--- src/rtl/lcd_en_gen.sv ---
// LCD E-strobe generator: programmable setup / high / hold phases with a
// mid-high sample strobe, single-shot handshake, continuous mode and long hold.
module lcd_en_gen #(
    parameter int unsigned CNT_W         = 17,
    parameter int unsigned SETUP_CYC     = 2000,
    parameter int unsigned HIGH_CYC      = 25000,
    parameter int unsigned MID_IDX       = 12500,
    parameter int unsigned HOLD_CYC      = 100000,
    parameter int unsigned HOLD_LONG_CYC = 100000
) (
    input  logic clk,
    input  logic rst_n,
    input  logic start,
    input  logic cont_mode,
    input  logic long_hold,
    output logic en,
    output logic in_mid_high,
    output logic busy,
    output logic done
);

    localparam logic [1:0] S_IDLE  = 2'd0;
    localparam logic [1:0] S_SETUP = 2'd1;
    localparam logic [1:0] S_HIGH  = 2'd2;
    localparam logic [1:0] S_HOLD  = 2'd3;

    localparam logic [CNT_W-1:0] SETUP_LAST     = CNT_W'(SETUP_CYC - 1);
    localparam logic [CNT_W-1:0] HIGH_LAST      = CNT_W'(HIGH_CYC - 1);
    localparam logic [CNT_W-1:0] HOLD_LAST      = CNT_W'(HOLD_CYC - 1);
    localparam logic [CNT_W-1:0] HOLD_LONG_LAST = CNT_W'(HOLD_LONG_CYC - 1);
    localparam logic [CNT_W-1:0] MID_VAL        = CNT_W'(MID_IDX);

    logic [1:0]       r_state;
    logic [CNT_W-1:0] r_cnt;
    logic             r_hold_sel;
    logic             r_en;
    logic             r_mid;
    logic             r_busy;
    logic             r_done;

    logic [1:0]       w_state_nx;
    logic [CNT_W-1:0] w_cnt_nx;
    logic             w_hold_sel_nx;
    logic             w_done_nx;
    logic             w_last;

    // Next-state and phase counter; counter restarts at every phase entry
    always_comb begin
        w_state_nx    = r_state;
        w_cnt_nx      = r_cnt + CNT_W'(1);
        w_hold_sel_nx = r_hold_sel;
        w_done_nx     = 1'b0;
        w_last        = 1'b0;
        case (r_state)
            S_IDLE: begin
                w_cnt_nx = '0;
                if (start) begin
                    w_state_nx    = S_SETUP;
                    w_hold_sel_nx = long_hold;
                end
            end
            S_SETUP: begin
                w_last = (r_cnt == SETUP_LAST);
                if (w_last) begin
                    w_state_nx = S_HIGH;
                    w_cnt_nx   = '0;
                end
            end
            S_HIGH: begin
                w_last = (r_cnt == HIGH_LAST);
                if (w_last) begin
                    w_state_nx = S_HOLD;
                    w_cnt_nx   = '0;
                end
            end
            S_HOLD: begin
                w_last = r_hold_sel ? (r_cnt == HOLD_LONG_LAST) : (r_cnt == HOLD_LAST);
                if (w_last) begin
                    w_cnt_nx = '0;
                    if (cont_mode) begin
                        w_state_nx    = S_SETUP;
                        w_hold_sel_nx = long_hold;
                    end else begin
                        w_state_nx = S_IDLE;
                        w_done_nx  = 1'b1;
                    end
                end
            end
            default: begin
                w_state_nx = S_IDLE;
                w_cnt_nx   = '0;
            end
        endcase
    end

    // Outputs are registered from the next-state decode so they align with the state
    always_ff @(posedge clk or negedge rst_n) begin
        if (!rst_n) begin
            r_state    <= S_IDLE;
            r_cnt      <= '0;
            r_hold_sel <= 1'b0;
            r_en       <= 1'b0;
            r_mid      <= 1'b0;
            r_busy     <= 1'b0;
            r_done     <= 1'b0;
        end else begin
            r_state    <= w_state_nx;
            r_cnt      <= w_cnt_nx;
            r_hold_sel <= w_hold_sel_nx;
            r_en       <= (w_state_nx == S_HIGH);
            r_mid      <= (w_state_nx == S_HIGH) && (w_cnt_nx == MID_VAL);
            r_busy     <= (w_state_nx != S_IDLE);
            r_done     <= w_done_nx;
        end
    end

    assign en          = r_en;
    assign in_mid_high = r_mid;
    assign busy        = r_busy;
    assign done        = r_done;

endmodule
--- config.mk ---
export PLATFORM = sky130hd
export DESIGN_NAME = lcd_en_gen
export DESIGN_NICKNAME = d
export VERILOG_FILES = /design/src/rtl/lcd_en_gen.sv
export SDC_FILE = /design/constraint.sdc
export NUM_CORES = 1
export LEC_CHECK = 0
export CORE_UTILIZATION = 50
export DETAILED_ROUTE_END_ITERATION = 16
export PLACE_DENSITY = 0.8
export SLEW_MARGIN = 0
export SYNTH_ARGS = -nofsm -noshare
export SYNTH_HDL_FRONTEND = slang
export SYNTH_SLANG_ARGS = --single-unit
--- constraint.sdc ---
create_clock -name clk -period 4.4 [get_ports clk]
set_clock_uncertainty 0.2 [all_clocks]
set_input_delay 1.32 -clock clk [delete_from_list [all_inputs] [get_ports clk]]
set_output_delay 1.32 -clock clk [all_outputs]
set_load 0.02 [all_outputs]
==> run_summary.xml, run 1 <==
<?xml version="1.0" encoding="UTF-8"?>
<metrics>
  <group name="grt">
    <metric name="grt_antenna_before_repair" unit="">0</metric>
    <metric name="grt_pass1_vias" unit="">1057</metric>
    <metric name="pin_count_of_the_biggest_net_entering_global_routing" unit="">24</metric>
    <metric name="grt_first_pass_wirelength" unit="mm">4.80</metric>
    <metric name="global_route.overflow_total" unit="">0</metric>
    <metric name="track_usage" unit="%">19.6</metric>
  </group>
  <group name="placement">
    <metric name="place.detailed.hpwl" unit="mm">2.04</metric>
    <metric name="port_buffers" unit="">7</metric>
    <metric name="place_ws" unit="ns">1.61</metric>
    <metric name="gp_routability_congestion" unit="">0.915</metric>
  </group>
  <group name="timing">
    <metric name="grt_setup_unrepaired" unit="">false</metric>
    <metric name="final.setup.worst_slack" unit="ns">1.61</metric>
    <metric name="worst-slew-pin-transition" unit="ns">0.995</metric>
    <metric name="tightest_slew_margin_relative_to_the_limit" unit="%">33.4</metric>
    <metric name="finalWorstPathRequiredPeriod" unit="ns">2.79</metric>
    <metric name="fin_crit_sh" unit="%">63.4</metric>
    <metric name="timing.final.setup_violations" unit="">0</metric>
    <metric name="totalNegativeSetupSlack" unit="ns">0</metric>
    <metric name="slew_viol_final" unit="">0</metric>
    <metric name="final-hold-violation-count" unit="">0</metric>
    <metric name="max_freq" unit="MHz">358</metric>
  </group>
  <group name="yosys">
    <metric name="synth_enable_flop_cells" unit="">0</metric>
    <metric name="yosys.area.top_type" unit="">sky130_fd_sc_hd__dfrtp_1</metric>
    <metric name="synth_cells" unit="">150</metric>
    <metric name="ys_seq_area_share" unit="%">40.4</metric>
    <metric name="yosys_warnings" unit="">0</metric>
    <metric name="mappedNetlistNets" unit="">156</metric>
    <metric name="yosysTopAreaCellShare" unit="%">40.4</metric>
    <metric name="synth.cell_area" unit="µm²">1420</metric>
    <metric name="synthArstFlopShare" unit="%">100</metric>
    <metric name="synth.ff_latch_count" unit="">23</metric>
    <metric name="yosys.cell_types.count" unit="">45</metric>
    <metric name="avgSynthCellArea" unit="µm²">9.49</metric>
    <metric name="synth_flop_cell" unit="">sky130_fd_sc_hd__dfrtp_1</metric>
    <metric name="yosys-top-cells-area" unit="">sky130_fd_sc_hd__dfrtp_1 (40%), sky130_fd_sc_hd__xnor2_1 (6.8%), sky130_fd_sc_hd__nor2_1 (4.7%)</metric>
  </group>
  <group name="clock_tree">
    <metric name="cts.repair.resized" unit="">0</metric>
    <metric name="cts_num_sinks" unit="">23</metric>
    <metric name="h_tree_levels" unit="">1</metric>
    <metric name="cts.root.buffer_cell" unit="">sky130_fd_sc_hd__clkbuf_4</metric>
    <metric name="numCtsBuffers" unit="">3</metric>
    <metric name="worst_skew_pair_latency" unit="ns">0.31</metric>
    <metric name="cts_tree" unit="">yes</metric>
    <metric name="cts_buffer_depth" unit="">2</metric>
    <metric name="cts_hold_repair.buffers" unit="">0</metric>
    <metric name="clk_transition_reported_paths" unit="ns">0.12</metric>
    <metric name="cts_setup_buffers" unit="">0</metric>
  </group>
  <group name="die">
    <metric name="placementRows" unit="">18</metric>
    <metric name="fp.dieArea" unit="µm²">3070</metric>
    <metric name="core_region_area" unit="µm²">2590</metric>
    <metric name="die_height" unit="µm">55.4</metric>
    <metric name="design.portCount" unit="">9</metric>
    <metric name="floorplan.initialDensity" unit="%">55.0</metric>
    <metric name="die-width" unit="µm">55.4</metric>
  </group>
  <group name="critical_path">
    <metric name="arr_time_crit_path" unit="ns">2.80</metric>
    <metric name="worstPathMaxFanout" unit="">15</metric>
    <metric name="critical_path_required" unit="ns">4.41</metric>
    <metric name="timing.critical_path.from_type" unit="">register</metric>
    <metric name="end_kind" unit="">register</metric>
    <metric name="critPathKind" unit="">reg -&gt; reg</metric>
  </group>
  <group name="drt">
    <metric name="wirelength" unit="mm">2.74</metric>
    <metric name="ant_nets" unit="">0</metric>
    <metric name="route.detailed.vias_per_inst" unit="">5.97</metric>
    <metric name="total_via_count_after_detailed_routing" unit="">1093</metric>
    <metric name="post_drt_wl_per_cell" unit="µm">15.0</metric>
    <metric name="post-route-drc-count" unit="">0</metric>
    <metric name="drtIter0Drc" unit="">32</metric>
    <metric name="drt_pass1_iterations" unit="">4</metric>
  </group>
  <group name="power">
    <metric name="peakVddDrop" unit="mV">0.271</metric>
    <metric name="pwr_density_cell" unit="nW/µm²">356</metric>
    <metric name="share_seq_of_total_power" unit="%">55.6</metric>
    <metric name="internal-power" unit="mW">0.338</metric>
    <metric name="switching_share" unit="%">36.8</metric>
    <metric name="leakagePower" unit="nW">0.608</metric>
    <metric name="switching_power" unit="mW">0.197</metric>
    <metric name="combPwrFrac" unit="%">26.1</metric>
    <metric name="clockPowerShare" unit="%">18.2</metric>
  </group>
  <group name="job">
    <metric name="drv_cap" unit="">0</metric>
  </group>
  <group name="min_path">
    <metric name="hold_path_class" unit="">reg -&gt; reg</metric>
  </group>
  <group name="layout">
    <metric name="layout-drive-gt1-share" unit="%">15.0</metric>
    <metric name="syn2layout_area_growth" unit="%">5.54</metric>
    <metric name="layout_commonest_cell" unit="">sky130_fd_sc_hd__dfrtp_1</metric>
    <metric name="antenna-diode-count" unit="">0</metric>
    <metric name="layout_nets" unit="">160</metric>
    <metric name="layout.cells.most_common_list" unit="">sky130_fd_sc_hd__dfrtp_1 (23), sky130_fd_sc_hd__nor2_1 (18), sky130_fd_sc_hd__xnor2_1 (11)</metric>
  </group>
  <group name="outcome">
    <metric name="status" unit="">completed</metric>
  </group>
</metrics>
## per-stage QoR
stage | power (mW) | cell area, µm² | hold WS [ns] | cells | utilization (%)
after global placement | 0.428 | 1480 | 0.298 | 179 | 57.0
final | 0.535 | 1500 | 0.330 | 183 | 58.0
after global routing | 0.565 | 1500 | 0.352 | 183 | 58.0
after detailed placement | 0.437 | 1480 | 0.309 | 179 | 57.0
after floorplan | 0.403 | 1420 | 0.276 | 150 | -
after CTS | 0.536 | 1500 | 0.330 | 183 | 58.0
## cells by family (layout without fill, tap and decap cells)
kind of cell               Yosys count  in the layout  synth area share [%]
muxes                                3              3                  2.20
DFF                                 23             23                  40.4
buffers and inverters               13             16                  5.18
xor gates and xnor gates            15             15                  9.23
adders and majority gates            1              1                 0.879
AOI/OAI and AO/OA                   15             15                  8.52
and+or+nand+nor                     80             80                  33.6
## sequential cells by signal (all words and copies together), names as in the netlist
name and flops:
in_mid_high 1, r_state 2, en 1, done 1
r_cnt 17, busy 1
## final timing paths
path                                    endpoint  slack (ns)               start  cells past startpoint
setup / recovery           in_mid_high$_DFF_PN0_        1.61  r_cnt[0]$_DFF_PN0_                      7
hold / removal                r_cnt[0]$_DFF_PN0_        0.33  r_cnt[0]$_DFF_PN0_                      1
setup reg to reg           in_mid_high$_DFF_PN0_        1.61  r_cnt[0]$_DFF_PN0_                      7
hold reg to reg               r_cnt[0]$_DFF_PN0_        0.33  r_cnt[0]$_DFF_PN0_                      1
max in group asynchronous    r_cnt[15]$_DFF_PN0_        2.06               rst_n                      1
min in group asynchronous     r_cnt[8]$_DFF_PN0_        1.34               rst_n                      1
## Yosys cell counts (2+ instances only)
library cell / number
sky130_fd_sc_hd__dfrtp_1: 23
sky130_fd_sc_hd__nor2_1: 18
sky130_fd_sc_hd__xnor2_1: 11
sky130_fd_sc_hd__nor2_2: 9
sky130_fd_sc_hd__nand3_1: 8
sky130_fd_sc_hd__nor3_1: 7
sky130_fd_sc_hd__buf_2: 5
sky130_fd_sc_hd__inv_1: 5
sky130_fd_sc_hd__nand2_1: 5
sky130_fd_sc_hd__and3_1: 4
sky130_fd_sc_hd__nand4_1: 4
sky130_fd_sc_hd__xor2_1: 4
sky130_fd_sc_hd__a211oi_1: 3
sky130_fd_sc_hd__nand2b_1: 3
sky130_fd_sc_hd__nor2b_1: 3
sky130_fd_sc_hd__a21o_1: 2
sky130_fd_sc_hd__a31oi_1: 2
sky130_fd_sc_hd__buf_6: 2
sky130_fd_sc_hd__mux2i_1: 2
sky130_fd_sc_hd__nand3_2: 2
sky130_fd_sc_hd__nor4_1: 2
sky130_fd_sc_hd__o21a_1: 2
sky130_fd_sc_hd__or3_1: 2
## power groups by stage
stage	clock network, mW	registers, mW	logic [mW]
global route	0.107	0.303	0.156
CTS	0.100	0.296	0.140
finish	0.0975	0.297	0.140
floorplan	0	0.275	0.128
detailed placement	0	0.300	0.137
global placement	0	0.297	0.131
## routing by layer
metal | vias up | GRT usage (%) | routed length, µm
li1 | 529 | - | -
met1 | 530 | 26.2 | 1240
met2 | 28 | 32.7 | 1350
met3 | 6 | 2.58 | 107
met4 | 0 | 6.79 | 38
met5 | - | 0 | 0
## final cells by class
class,count,area [µm²]
flip-flops and latches,23,576
repair buffers,7,70.1
clock buffers,4,26.3
fillers,223,1090
well taps,30,37.5
inverters,5,18.8
multi-input cells,114,774
## critical path: stages (launching register included)
cell	delay, ns
sky130_fd_sc_hd__dfrtp_1	0.45
sky130_fd_sc_hd__ha_1	0.27
sky130_fd_sc_hd__nand4_1	0.22
sky130_fd_sc_hd__nor3_1	0.22
sky130_fd_sc_hd__a31oi_1	0.22
sky130_fd_sc_hd__a211oi_4	0.82
sky130_fd_sc_hd__nor2_2	0.09
sky130_fd_sc_hd__and4_1	0.19
No activity file was read; power rests on OpenSTA's default activity.
==> run 2, diff against run 1 <==
==> constraint.sdc (replaced) <==
create_clock -name clk -period 2.9 [get_ports clk]
set_clock_uncertainty 0.2 [all_clocks]
set_input_delay 0.87 -clock clk [delete_from_list [all_inputs] [get_ports clk]]
set_output_delay 0.87 -clock clk [all_outputs]
set_load 0.02 [all_outputs]
==> run 2 against run 1 <==
  * Flip-flop and latch count did not move
  * Setup slack got worse by 1.2 ns
  * Clock-buffer cell count did not move
  * Clock power rose by 55%
  * Sequential share of layout area fell by 0.57 points
  * Global-route usage rose by 2.1 points
  * Register-to-register slack got worse by 1.2 ns
  * Total power rose by 53%
  * First-iteration DRC count fell by 22%
  * Design area rose by 1.5%
  * Critical endpoint is now r_cnt[5]$_DFF_PN0_
  * Largest power group unchanged
==> run_summary.xml, run 2 (same netlist as run 1, synthesis figures left out) <==
<?xml version="1.0" encoding="UTF-8"?>
<metrics>
  <group name="drt">
    <metric name="ant_nets" unit="">0</metric>
    <metric name="drt_pass1_iterations" unit="">4</metric>
    <metric name="drtIter0Drc" unit="">25</metric>
    <metric name="post_drt_wl_per_cell" unit="µm">15.5</metric>
    <metric name="total_via_count_after_detailed_routing" unit="">1134</metric>
    <metric name="wirelength" unit="mm">2.88</metric>
    <metric name="route.detailed.vias_per_inst" unit="">6.10</metric>
    <metric name="post-route-drc-count" unit="">0</metric>
  </group>
  <group name="grt">
    <metric name="grtUsageMet1" unit="%">27.8</metric>
    <metric name="grt_antenna_before_repair" unit="">0</metric>
    <metric name="top_usage_layer" unit="">met2</metric>
    <metric name="global_route.usage.met2" unit="%">33.9</metric>
    <metric name="track_usage" unit="%">21.7</metric>
    <metric name="grt_first_pass_wirelength" unit="mm">5.24</metric>
    <metric name="global_route.overflow_total" unit="">0</metric>
    <metric name="grt_pass1_vias" unit="">1159</metric>
    <metric name="grt.met3_usage" unit="%">5.85</metric>
    <metric name="pin_count_of_the_biggest_net_entering_global_routing" unit="">24</metric>
  </group>
  <group name="power">
    <metric name="peakVddDrop" unit="mV">0.448</metric>
    <metric name="share_seq_of_total_power" unit="%">54.8</metric>
    <metric name="pwr_density_cell" unit="nW/µm²">537</metric>
    <metric name="clockPowerShare" unit="%">18.5</metric>
    <metric name="internal-power" unit="mW">0.514</metric>
    <metric name="switching_share" unit="%">37.2</metric>
    <metric name="switching_power" unit="mW">0.305</metric>
    <metric name="combPwrFrac" unit="%">26.7</metric>
    <metric name="leakagePower" unit="nW">0.624</metric>
  </group>
  <group name="timing">
    <metric name="fin_crit_sh" unit="%">84.9</metric>
    <metric name="timing.final.setup_violations" unit="">0</metric>
    <metric name="max_freq" unit="MHz">406</metric>
    <metric name="finalWorstPathRequiredPeriod" unit="ns">2.46</metric>
    <metric name="grt_setup_unrepaired" unit="">false</metric>
    <metric name="worst-slew-pin-transition" unit="ns">0.592</metric>
    <metric name="tightest_slew_margin_relative_to_the_limit" unit="%">60.2</metric>
    <metric name="slew_viol_final" unit="">0</metric>
    <metric name="final-hold-violation-count" unit="">0</metric>
    <metric name="totalNegativeSetupSlack" unit="ns">0</metric>
  </group>
  <group name="clock_tree">
    <metric name="cts_hold_repair.buffers" unit="">0</metric>
    <metric name="cts.repair.resized" unit="">0</metric>
    <metric name="worst_skew_pair_latency" unit="ns">0.32</metric>
    <metric name="cts_tree" unit="">yes</metric>
    <metric name="cts.root.buffer_cell" unit="">sky130_fd_sc_hd__clkbuf_4</metric>
    <metric name="cts_num_sinks" unit="">23</metric>
    <metric name="cts_buffer_depth" unit="">2</metric>
    <metric name="cts_setup_buffers" unit="">0</metric>
    <metric name="clk_transition_reported_paths" unit="ns">0.12</metric>
    <metric name="numCtsBuffers" unit="">3</metric>
    <metric name="h_tree_levels" unit="">1</metric>
  </group>
  <group name="die">
    <metric name="placementRows" unit="">18</metric>
    <metric name="core_region_area" unit="µm²">2590</metric>
    <metric name="die-width" unit="µm">55.4</metric>
    <metric name="die_height" unit="µm">55.4</metric>
    <metric name="floorplan.initialDensity" unit="%">55.0</metric>
    <metric name="design.portCount" unit="">9</metric>
    <metric name="fp.dieArea" unit="µm²">3070</metric>
  </group>
  <group name="outcome">
    <metric name="status" unit="">completed</metric>
  </group>
  <group name="layout">
    <metric name="largest-register" unit="">r_cnt</metric>
    <metric name="largest_register_ffs" unit="">17</metric>
    <metric name="layout-drive-gt1-share" unit="%">16.7</metric>
    <metric name="reg.largest.list" unit="">r_cnt: 17 flops, r_state: 2 flops</metric>
    <metric name="layout_nets" unit="">163</metric>
    <metric name="fin_area" unit="µm²">1530</metric>
    <metric name="fillerInstances" unit="">228</metric>
    <metric name="multi_input_gate_area" unit="µm²">774</metric>
    <metric name="regArea" unit="µm²">576</metric>
    <metric name="layout.cells.most_common_list" unit="">sky130_fd_sc_hd__dfrtp_1 (23), sky130_fd_sc_hd__nor2_1 (18), sky130_fd_sc_hd__xnor2_1 (11)</metric>
    <metric name="antenna-diode-count" unit="">0</metric>
    <metric name="syn2layout_area_growth" unit="%">7.12</metric>
    <metric name="layout_commonest_cell" unit="">sky130_fd_sc_hd__dfrtp_1</metric>
  </group>
  <group name="min_path">
    <metric name="min_to" unit="">r_cnt[0]$_DFF_PN0_</metric>
    <metric name="hold_path_class" unit="">reg -&gt; reg</metric>
    <metric name="hold_depth" unit="">1</metric>
    <metric name="min-delay-start" unit="">r_cnt[0]$_DFF_PN0_</metric>
  </group>
  <group name="critical_path">
    <metric name="timing.reg2reg.setup_slack" unit="ns">0.44</metric>
    <metric name="rr_worst_depth" unit="">7</metric>
    <metric name="arr_time_crit_path" unit="ns">2.48</metric>
    <metric name="critPathKind" unit="">reg -&gt; reg</metric>
    <metric name="worstPathMaxFanout" unit="">8</metric>
    <metric name="r2r_start" unit="">r_cnt[0]$_DFF_PN0_</metric>
    <metric name="end_kind" unit="">register</metric>
    <metric name="timing.critical_path.from_type" unit="">register</metric>
    <metric name="critical_path_required" unit="ns">2.92</metric>
    <metric name="crit-reg2reg-capture" unit="">r_cnt[5]$_DFF_PN0_</metric>
  </group>
  <group name="placement">
    <metric name="port_buffers" unit="">7</metric>
    <metric name="place.detailed.hpwl" unit="mm">2.09</metric>
    <metric name="gp_routability_congestion" unit="">0.940</metric>
    <metric name="post_dp_cell_area" unit="µm²">1500</metric>
  </group>
  <group name="job">
    <metric name="drv_cap" unit="">0</metric>
  </group>
</metrics>
-- run 2: layer usage --
layer | up-vias | share of wire [%] | wire length [µm]
met4 | 0 | 3.3 | 94
met3 | 11 | 6.2 | 177
met5 | - | 0 | 0
li1 | 540 | - | -
met2 | 39 | 48 | 1380
met1 | 544 | 43 | 1220
-- run 2: worst max-delay path by stage --
| stage | from | to |
|---|---|---|
| finish | r_cnt[0]$_DFF_PN0_ | r_cnt[5]$_DFF_PN0_ |
| global route | r_cnt[0]$_DFF_PN0_ | r_cnt[6]$_DFF_PN0_ |
| CTS | r_cnt[0]$_DFF_PN0_ | r_cnt[5]$_DFF_PN0_ |
| detailed placement | r_cnt[0]$_DFF_PN0_ | r_cnt[5]$_DFF_PN0_ |
| global placement | r_cnt[0]$_DFF_PN0_ | r_cnt[5]$_DFF_PN0_ |
| floorplan | r_cnt[11]$_DFF_PN0_ | r_cnt[6]$_DFF_PN0_ |
-- run 2: area by class of cell --
type / count / share of cell area, %
clock buffers: 4 / 1.72
inverters: 5 / 1.23
multi-input cells: 114 / 50.8
flip-flops and latches: 23 / 37.7
well taps: 30 / 2.46
repair buffers: 10 / 6.07
-- run 2: worst max-delay path, stage by stage (launching register included) --
cell                       delay [ns]
sky130_fd_sc_hd__dfrtp_1         0.45
sky130_fd_sc_hd__ha_1            0.28
sky130_fd_sc_hd__nand4_1         0.23
sky130_fd_sc_hd__nor3_1          0.23
sky130_fd_sc_hd__a31oi_1         0.21
sky130_fd_sc_hd__a211oi_4        0.46
sky130_fd_sc_hd__buf_4           0.25
sky130_fd_sc_hd__nor2_1          0.06
-- run 2: metrics by stage --
stage / cells / hold slack (ns) / utilization [%] / setup slack, ns / total power, mW
6_report: 186 / 0.327 / 58.9 / 0.437 / 0.819
5_1_grt: 186 / 0.371 / 58.9 / 0.226 / 0.868
4_1_cts: 186 / 0.327 / 58.9 / 0.456 / 0.820
3_5_place_dp: 182 / 0.306 / 57.9 / 0.482 / 0.661
3_3_place_gp: 182 / 0.297 / 57.9 / 0.515 / 0.651
2_1_floorplan: 150 / 0.276 / - / 0.765 / 0.612
-- run 2: power by group through the flow --
stage	registers (mW)	logic (mW)	clock network [mW]
detailed placement	0.452	0.209	0
global route	0.456	0.243	0.169
finish	0.449	0.219	0.151
global placement	0.449	0.202	0
floorplan	0.418	0.194	0
CTS	0.445	0.216	0.159
==> run 3, diff against run 2 <==
--- a/config.mk
+++ b/config.mk
@@ -7,7 +7,7 @@
 export LEC_CHECK = 0
 export CORE_UTILIZATION = 50
 export DETAILED_ROUTE_END_ITERATION = 16
-export PLACE_DENSITY = 0.8
+export PLACE_DENSITY = 0.83
 export SLEW_MARGIN = 0
 export SYNTH_ARGS = -nofsm -noshare
 export SYNTH_HDL_FRONTEND = slang
==> constraint.sdc (replaced) <==
create_clock -name clk -period 2.2 [get_ports clk]
set_clock_uncertainty 0.2 [all_clocks]
set_input_delay 0.66 -clock clk [delete_from_list [all_inputs] [get_ports clk]]
set_output_delay 0.66 -clock clk [all_outputs]
set_load 0.02 [all_outputs]
==> run 3 against run 2 <==
  * The run now ends with negative setup slack left
  * Largest cell class unchanged
  * Hold slack improved by 0.12 ns
  * Register-to-register slack worse by 0.52 ns
  * Critical path type unchanged
  * Maximum frequency up 7.7%
  * Wire length up 26%
  * Non-clock buffer count is 30 higher
  * Via count up 12%
  * Setup slack got worse by 0.52 ns
  * Die area stayed put
  * Core utilization is 11 points higher
  * Sequential share of layout area fell by 6.1 points
==> run_summary.xml, run 3 (same netlist as run 1, synthesis figures left out) <==
<?xml version="1.0" encoding="UTF-8"?>
<metrics>
  <group name="outcome">
    <metric name="status" unit="">finished with violations</metric>
    <metric name="violations" unit="">negative setup slack</metric>
  </group>
  <group name="layout">
    <metric name="layout_commonest_cell" unit="">sky130_fd_sc_hd__buf_4</metric>
    <metric name="antenna-diode-count" unit="">0</metric>
    <metric name="syn2layout_area_growth" unit="%">28.0</metric>
    <metric name="layout-drive-gt1-share" unit="%">33.9</metric>
    <metric name="layout_nets" unit="">193</metric>
    <metric name="layout.cells.most_common_list" unit="">sky130_fd_sc_hd__buf_4 (31), sky130_fd_sc_hd__dfrtp_1 (22), sky130_fd_sc_hd__nor2_1 (18)</metric>
    <metric name="fin_area" unit="µm²">1820</metric>
    <metric name="largest-register" unit="">r_cnt</metric>
    <metric name="reg.largest.list" unit="">r_cnt: 17 flops, r_state: 2 flops</metric>
    <metric name="largest_register_ffs" unit="">17</metric>
  </group>
  <group name="timing">
    <metric name="final.setup.worst_slack" unit="ns">-0.0866</metric>
    <metric name="final-hold-violation-count" unit="">0</metric>
    <metric name="fin_crit_sh" unit="%">104</metric>
    <metric name="slew_viol_final" unit="">0</metric>
    <metric name="finalWorstPathRequiredPeriod" unit="ns">2.29</metric>
    <metric name="grt_setup_unrepaired" unit="">true</metric>
    <metric name="max_freq" unit="MHz">437</metric>
    <metric name="finalHoldWorstSlack" unit="ns">0.448</metric>
    <metric name="timing.final.setup_violations" unit="">2</metric>
    <metric name="totalNegativeSetupSlack" unit="ns">-0.0904</metric>
    <metric name="tightest_slew_margin_relative_to_the_limit" unit="%">66.5</metric>
    <metric name="worst-slew-pin-transition" unit="ns">0.498</metric>
  </group>
  <group name="power">
    <metric name="internal-power" unit="mW">0.845</metric>
    <metric name="peakVddDrop" unit="mV">0.652</metric>
    <metric name="overall_power_after_layout" unit="mW">1.31</metric>
    <metric name="share_seq_of_total_power" unit="%">44.0</metric>
    <metric name="switching_power" unit="mW">0.470</metric>
    <metric name="leakagePower" unit="nW">0.784</metric>
    <metric name="combPwrFrac" unit="%">40.8</metric>
    <metric name="pwr_density_cell" unit="nW/µm²">721</metric>
    <metric name="clockPowerShare" unit="%">15.2</metric>
    <metric name="switching_share" unit="%">35.7</metric>
  </group>
  <group name="die">
    <metric name="floorplan.initialDensity" unit="%">55.0</metric>
    <metric name="design.portCount" unit="">9</metric>
    <metric name="core_region_area" unit="µm²">2590</metric>
    <metric name="fp.dieArea" unit="µm²">3070</metric>
    <metric name="die-width" unit="µm">55.4</metric>
    <metric name="placementRows" unit="">18</metric>
    <metric name="die_height" unit="µm">55.4</metric>
  </group>
  <group name="grt">
    <metric name="grt_first_pass_wirelength" unit="mm">5.82</metric>
    <metric name="global_route.overflow_total" unit="">0</metric>
    <metric name="grt_pass1_vias" unit="">1254</metric>
    <metric name="grt_antenna_before_repair" unit="">0</metric>
    <metric name="pin_count_of_the_biggest_net_entering_global_routing" unit="">24</metric>
    <metric name="track_usage" unit="%">23.9</metric>
  </group>
  <group name="drt">
    <metric name="route.detailed.vias_per_inst" unit="">5.90</metric>
    <metric name="post_drt_wl_per_cell" unit="µm">16.8</metric>
    <metric name="total_via_count_after_detailed_routing" unit="">1275</metric>
    <metric name="post-route-drc-count" unit="">0</metric>
    <metric name="drt_pass1_iterations" unit="">4</metric>
    <metric name="drtIter0Drc" unit="">68</metric>
    <metric name="wirelength" unit="mm">3.63</metric>
    <metric name="ant_nets" unit="">0</metric>
  </group>
  <group name="critical_path">
    <metric name="end_kind" unit="">register</metric>
    <metric name="arr_time_crit_path" unit="ns">2.36</metric>
    <metric name="critPathKind" unit="">reg -&gt; reg</metric>
    <metric name="critical_path_required" unit="ns">2.27</metric>
    <metric name="timing.critical_path.from_type" unit="">register</metric>
    <metric name="worstPathMaxFanout" unit="">4</metric>
  </group>
  <group name="clock_tree">
    <metric name="h_tree_levels" unit="">1</metric>
    <metric name="numCtsBuffers" unit="">3</metric>
    <metric name="worst_skew_pair_latency" unit="ns">0.32</metric>
    <metric name="cts_buffer_depth" unit="">2</metric>
    <metric name="cts_hold_repair.buffers" unit="">0</metric>
    <metric name="cts.root.buffer_cell" unit="">sky130_fd_sc_hd__clkbuf_4</metric>
    <metric name="cts_num_sinks" unit="">23</metric>
    <metric name="clk_transition_reported_paths" unit="ns">0.12</metric>
    <metric name="cts_tree" unit="">yes</metric>
  </group>
  <group name="min_path">
    <metric name="hold_path_class" unit="">reg -&gt; reg</metric>
  </group>
  <group name="placement">
    <metric name="place.detailed.hpwl" unit="mm">2.54</metric>
    <metric name="place_ws" unit="ns">-0.0670</metric>
    <metric name="gp_routability_congestion" unit="">0.918</metric>
    <metric name="post_dp_cell_area" unit="µm²">1710</metric>
    <metric name="port_buffers" unit="">7</metric>
  </group>
  <group name="job">
    <metric name="drv_cap" unit="">0</metric>
  </group>
</metrics>
==> run 3: cell types whose count changed in the layout (fill, tap and decap cells not counted), sizes merged <==
cell | previous run | this run
buf | 3 | 33
==> run 3: cell type report <==
cell class | instances | area [µm²]
multi-input cells | 114 | 838
fillers | 194 | 767
flip-flops and latches | 23 | 577
repair buffers | 40 | 325
well taps | 30 | 37.5
clock buffers | 4 | 26.3
inverters | 5 | 18.8
==> run 3: power groups by stage <==
stage / registers, mW / logic (mW) / clock network [mW]
after floorplan: 0.551 / 0.256 / 0
after global placement: 0.567 / 0.438 / 0
after detailed placement: 0.573 / 0.451 / 0
after CTS: 0.565 / 0.460 / 0.204
after global routing: 0.584 / 0.588 / 0.225
final: 0.578 / 0.537 / 0.199
==> run 3: worst paths after layout <==
kind                                    start               endpoint  slack [ns]  cells after the start
max in group asynchronous               rst_n     r_cnt[7]$_DFF_PN0_        1.09                      2
setup / recovery           r_cnt[0]$_DFF_PN0_  in_mid_high$_DFF_PN0_       -0.09                      7
hold reg to reg            r_cnt[0]$_DFF_PN0_     r_cnt[0]$_DFF_PN0_        0.45                      2
min in group asynchronous               rst_n   r_state[1]$_DFF_PN0_        0.47                      2
setup reg to reg           r_cnt[0]$_DFF_PN0_  in_mid_high$_DFF_PN0_       -0.09                      7
hold / removal             r_cnt[0]$_DFF_PN0_     r_cnt[0]$_DFF_PN0_        0.45                      2
==> run 3: worst max-delay path: stages, from the launching register on <==
cell                       delay, ns
sky130_fd_sc_hd__dfrtp_1        0.43
sky130_fd_sc_hd__buf_4          0.16
sky130_fd_sc_hd__nand4_1        0.17
sky130_fd_sc_hd__nor2_1         0.21
sky130_fd_sc_hd__xnor2_1        0.16
sky130_fd_sc_hd__or4b_4         0.49
sky130_fd_sc_hd__a211oi_2       0.21
sky130_fd_sc_hd__and4_1         0.21
==> run 3: per-layer routing <==
layer | track usage, % | part of all wire [%]
met4 | 9.64 | 2.6
met1 | 30.2 | 41
met2 | 39.1 | 50
met5 | 0 | 0
met3 | 6.09 | 6.3
==> run 3: metrics by stage <==
stage	utilization, %	cells
after floorplan	-	150
after global placement	66.0	210
after detailed placement	66.0	210
after CTS	67.7	214
after global routing	70.4	216
final	70.4	216
==> run 3: repair_timing <==
| action | 4_1_cts | 5_1_grt |
|---|---|---|
| setup buffers | 0 | 2 |
| pin swaps | 2 | 8 |
| endpoints found under the setup margin | 12 | 17 |
| gates resized for setup | 4 | 9 |
